==> config.mk <==
export PLATFORM = sky130hd
export DESIGN_NAME = speicher_arbiter
export DESIGN_NICKNAME = d
export VERILOG_FILES = /design/src/rtl/speicher_arbiter.sv
export SDC_FILE = /design/constraint.sdc
export NUM_CORES = 1
export LEC_CHECK = 0
export CAP_MARGIN = 20
export CORE_MARGIN = 2
export CORE_UTILIZATION = 39
export CTS_CLUSTER_SIZE = 10
export DETAILED_ROUTE_END_ITERATION = 10
export PLACE_DENSITY = 0.8
export SYNTH_ARGS = -nofsm -noshare
export SYNTH_HDL_FRONTEND = slang
export SYNTH_SLANG_ARGS = --single-unit
==> constraint.sdc <==
create_clock -name Clock -period 2.25 [get_ports Clock]
set_input_delay 0.45 -clock Clock [delete_from_list [all_inputs] [get_ports Clock]]
set_output_delay 0.45 -clock Clock [all_outputs]
set_load 0.05 [all_outputs]
==> src/rtl/speicher_arbiter.sv <==
// Round-robin arbiter sharing one single-port RAM between instruction fetch and data port.
// Latency: request sampled in IDLE -> strobe next cycle -> done pulse 2+L cycles after request.
// Backpressure: requests are level-held; the FERTIG turnaround cycle forces a re-sample before the next grant.
module speicher_arbiter #(
    parameter int ADRESSBREITE = 8,
    parameter int WORTBREITE   = 32,
    parameter int TIMEOUT      = 64
) (
    input  logic                    Clock,
    input  logic                    Reset,
    input  logic                    LeseInstruktion,
    input  logic [31:0]             InstruktionAdresse,
    output logic [WORTBREITE-1:0]   Instruktion,
    output logic                    InstruktionGeladen,
    input  logic                    LeseDaten,
    input  logic                    SchreibeDaten,
    input  logic [31:0]             DatenAdresse,
    input  logic [WORTBREITE-1:0]   DatenRaus,
    output logic [WORTBREITE-1:0]   DatenRein,
    output logic                    DatenGeladen,
    output logic                    DatenGespeichert,
    output logic                    RAMLesenAn,
    output logic                    RAMSchreibenAn,
    output logic [ADRESSBREITE-1:0] RAMAdresse,
    output logic [WORTBREITE-1:0]   RAMDatenSchreiben,
    input  logic [WORTBREITE-1:0]   RAMDatenLesen,
    input  logic                    RAMDatenBereit,
    input  logic                    RAMDatenGeschrieben,
    output logic                    Fehler
);

    typedef enum logic [2:0] {
        IDLE,
        INSTR,
        D_LESEN,
        D_SCHREIBEN,
        FERTIG
    } zustand_t;

    localparam int ZW = $clog2(TIMEOUT + 1);

    zustand_t        zustand;
    zustand_t        folgeZustand;
    zustand_t        auftrag;
    logic            letzter;
    logic [ZW-1:0]   waechter;
    logic            datenAnfrage;
    logic            waehleInstr;
    logic            waehleDaten;
    logic            ramFertig;
    logic            abbruch;
    logic            imZugriff;
    logic            unusedAdressBits;

    assign unusedAdressBits = ^{InstruktionAdresse[31:ADRESSBREITE], DatenAdresse[31:ADRESSBREITE]};

    // letzter = 1 means the data port was served last
    assign datenAnfrage = LeseDaten | SchreibeDaten;
    assign waehleInstr  = LeseInstruktion && (!datenAnfrage || letzter);
    assign waehleDaten  = datenAnfrage && (!LeseInstruktion || !letzter);

    assign imZugriff = (zustand == INSTR) || (zustand == D_LESEN) || (zustand == D_SCHREIBEN);
    assign ramFertig = ((zustand == INSTR) || (zustand == D_LESEN)) ? RAMDatenBereit :
                       (zustand == D_SCHREIBEN) ? RAMDatenGeschrieben : 1'b0;
    assign abbruch   = imZugriff && !ramFertig && (waechter == ZW'(TIMEOUT));

    assign RAMLesenAn         = (zustand == INSTR) || (zustand == D_LESEN);
    assign RAMSchreibenAn     = (zustand == D_SCHREIBEN);
    assign InstruktionGeladen = (zustand == FERTIG) && (auftrag == INSTR);
    assign DatenGeladen       = (zustand == FERTIG) && (auftrag == D_LESEN);
    assign DatenGespeichert   = (zustand == FERTIG) && (auftrag == D_SCHREIBEN);

    always_comb begin
        folgeZustand = zustand;
        case (zustand)
            IDLE: begin
                if (waehleInstr) begin
                    folgeZustand = INSTR;
                end else if (waehleDaten) begin
                    folgeZustand = SchreibeDaten ? D_SCHREIBEN : D_LESEN;
                end
            end
            INSTR, D_LESEN, D_SCHREIBEN: begin
                if (ramFertig || abbruch) begin
                    folgeZustand = FERTIG;
                end
            end
            FERTIG:  folgeZustand = IDLE;
            default: folgeZustand = IDLE;
        endcase
    end

    always_ff @(posedge Clock) begin
        if (Reset) begin
            zustand           <= IDLE;
            auftrag           <= IDLE;
            letzter           <= 1'b1;
            waechter          <= '0;
            RAMAdresse        <= '0;
            RAMDatenSchreiben <= '0;
            Instruktion       <= '0;
            DatenRein         <= '0;
            Fehler            <= 1'b0;
        end else begin
            zustand <= folgeZustand;
            if (zustand == IDLE) begin
                if (waehleInstr) begin
                    RAMAdresse <= InstruktionAdresse[ADRESSBREITE-1:0];
                    auftrag    <= INSTR;
                    letzter    <= 1'b0;
                    waechter   <= '0;
                end else if (waehleDaten) begin
                    RAMAdresse <= DatenAdresse[ADRESSBREITE-1:0];
                    if (SchreibeDaten) begin
                        RAMDatenSchreiben <= DatenRaus;
                        auftrag           <= D_SCHREIBEN;
                    end else begin
                        auftrag <= D_LESEN;
                    end
                    letzter  <= 1'b1;
                    waechter <= '0;
                end
            end
            if (imZugriff) begin
                waechter <= waechter + ZW'(1);
                // an aborted read leaves zero in the port's data register
                if (ramFertig || abbruch) begin
                    if (zustand == INSTR) begin
                        Instruktion <= ramFertig ? RAMDatenLesen : '0;
                    end else if (zustand == D_LESEN) begin
                        DatenRein <= ramFertig ? RAMDatenLesen : '0;
                    end
                end
                if (abbruch) begin
                    Fehler <= 1'b1;
                end
            end
        end
    end

endmodule
==> metrics.csv <==
metric;value;unit
status;finished clean;
finClkSkew;5.54;ps
drv_cap;0;
yosys.area.top_type;dfxtp_1;
core_area;11400;sq um
reg2reg_depth;4;
synth_commonest_cells;nand2_1 (145), dfxtp_1 (118), a21oi_1 (109), o21ai_0 (68), clkbuf_1 (29);
hold_depth;2;
p_per_area;903;nW/um^2
grt_first_pass_wirelength;23200;um
num_rows;39;
wl_met3;1140;um
synth_most_common_cell;nand2_1;
die-area;12600;sq um
hold_viol;0;
yosys-top-cells-area;dfxtp_1 (52%), a21oi_1 (12%), nand2_1 (12%), o21ai_0 (7.5%), clkbuf_1 (2.4%);
netlist_instances;570;
fillers;979;
synth_top_area_share;51.8;%
crit_chain;nand3_1 -> nor2_1 -> buf_12;
tightest_slew;721;ps
finalSetupViolations;0;
p_leak;2.56;nW
yosysUniqueCellTypes;38;
drt_wl_total;13700;um
rsz0062_at_grt;no;
cts_tree;yes;
synth_edf_count;0;
synth_area_per_cell;8.01;sq um
cp.arrival;1620;ps
synth-seq-area-share;51.8;%
fin_setup_tns;0;ps
path_clk_slew;60;ps
grt_max_degree;71;
min_path_type;reg -> reg;
ys_seq_elements;118;
clock-root-buffer;clkbuf_16;
io_pins;245;
drtPass1Iterations;7;
cpMaxStageDelayCell;dfxtp_1;
relSlewSlack;51.9;%
required;1800;ps
hold_buffers;0;
portBuffers;196;
grt_pass1_vias;4759;
utilization;64.0;%
fp.dieH;112;um
syn_area;4560;sq um
dp.cells;881;
critPathKind;reg -> out;
nets;895;
end_kind;output port;
final_cells;913;
ir_worst_vdd;0.460;mV
m1WireLength;5520;um
routedWlPerCell;15.0;um
period_share;91.9;%
vias;4720;
area_delta_synth_final;60.2;%
grt_usage;22.5;%
start_util;40.0;%
synth_nets;707;
place_hpwl;9430;um
ys.flop_type;dfxtp_1;
cts_max_level;4;
globalplace.congestion;0.805;
ys_async_sr_fraction;0;%
drive_gt1_share;7.92;%
antenna_cells;0;
cts.sink_count;118;
slowest_delay;640;ps
topRoutingLayerUsed;met4;
cts_buffer_depth;2;
grt_overflow;0;
viasPerCell;5.17;
detail-route-antenna-nets;0;
clk-insertion-delay-late;410;ps
cts_buffers;17;
drc_errors;0;
drv_slew;0;
cp_max_fo;17;
die_x;112;um
max_freq;484;MHz
min_period;2070;ps
yosys_warnings;0;
met2RoutedLength;6700;um
antenna_found_initial;0;
drt-initial-drc-count;450;
critPathLaunchType;flip-flop;
## area by class of cell
cell class / count / area [sq um] / share of cell area [%]
Tap cell: 143 / 179 / 2.45
Clock buffer: 20 / 457 / 6.25
Inverter: 8 / 30.0 / 0.411
Sequential cell: 118 / 2360 / 32.3
Timing Repair Buffer: 213 / 2170 / 29.7
Multi-Input combinational cell: 400 / 1980 / 27.1
Clock inverter: 11 / 125 / 1.71
## cells in the final DEF (no fill, tap or decap), drive strengths merged, types with 3 or more instances in the layout
| master | instances |
|---|---|
| a311oi | 8 |
| a21oi | 109 |
| o21ai | 68 |
| nor2b | 3 |
| nand3 | 12 |
| inv | 9 |
| clkbuf | 20 |
| clkinv | 6 |
| xnor2 | 4 |
| dfxtp | 118 |
| clkdlybuf4s50 | 190 |
| nand2 | 145 |
| buf | 23 |
| nor2 | 20 |
## state kept, by name, indices dropped and copies added (netlist names)
register           cells
zustand                3
RAMAdresse             8
auftrag                2
DatenRein             32
Fehler                 1
RAMDatenSchreiben     32
letzter                1
waechter               7
Instruktion           32
## timing repair
action,4_1_cts,5_1_grt
setup endpoints to repair,0,3
resized for setup,0,1
buffers inserted,0,1
## critical path, delay by kind of cell (launching register included)
kind | cells | cell delay, ps
and+or+nand+nor | 2 | 390
buffers and inverters | 1 | 170
DFF | 1 | 640
## power by group
| group | switching [W] | internal, W | total [W] |
|---|---|---|---|
| logic | 0.00101 | 0.000593 | 0.00160 |
| clock network | 0.000956 | 0.00168 | 0.00264 |
| registers | 0.000108 | 0.00225 | 0.00236 |
## cell families after synthesis
family | Yosys count | share of synthesized area [%]
simple gates | 198 | 18.6
compound gates | 194 | 22.8
flops | 118 | 51.8
buf+inv | 52 | 5.15
xor+xnor | 4 | 0.767
mux | 2 | 0.439
fa+ha+maj | 2 | 0.548
## stage by stage
| stage | power [W] | cell area [sq um] | hold WS [ps] | worst slack [ps] |
|---|---|---|---|---|
| after floorplan | 0.00337 | 4560 | 463 | 362 |
| after global placement | 0.00395 | 6720 | 442 | 176 |
| after detailed placement | 0.00399 | 6720 | 447 | 160 |
| after CTS | 0.00665 | 7300 | 456 | 64.3 |
| after global routing | 0.00689 | 7310 | 476 | 0.775 |
| final | 0.00660 | 7310 | 452 | 182 |
## per-layer routing
layer	up-vias	global-route usage, %
met1	2184	25.8
met4	0	9.02
met3	29	8.96
met2	191	37.6
met5	-	0
li1	2316	-
## final timing paths
kind                                                         from                                 to  slack (ps)
worst min register to register  RAMDatenSchreiben[8]$_SDFFE_PP0P_  RAMDatenSchreiben[8]$_SDFFE_PP0P_         450
worst min-delay path            RAMDatenSchreiben[8]$_SDFFE_PP0P_  RAMDatenSchreiben[8]$_SDFFE_PP0P_         450
worst max register to register            zustand[0]$_SDFFE_PP0P_       Instruktion[19]$_SDFFE_PP0P_         370
worst max-delay path                      zustand[2]$_SDFFE_PP0P_                 InstruktionGeladen         180
No activity file was read; power rests on OpenSTA's default activity.
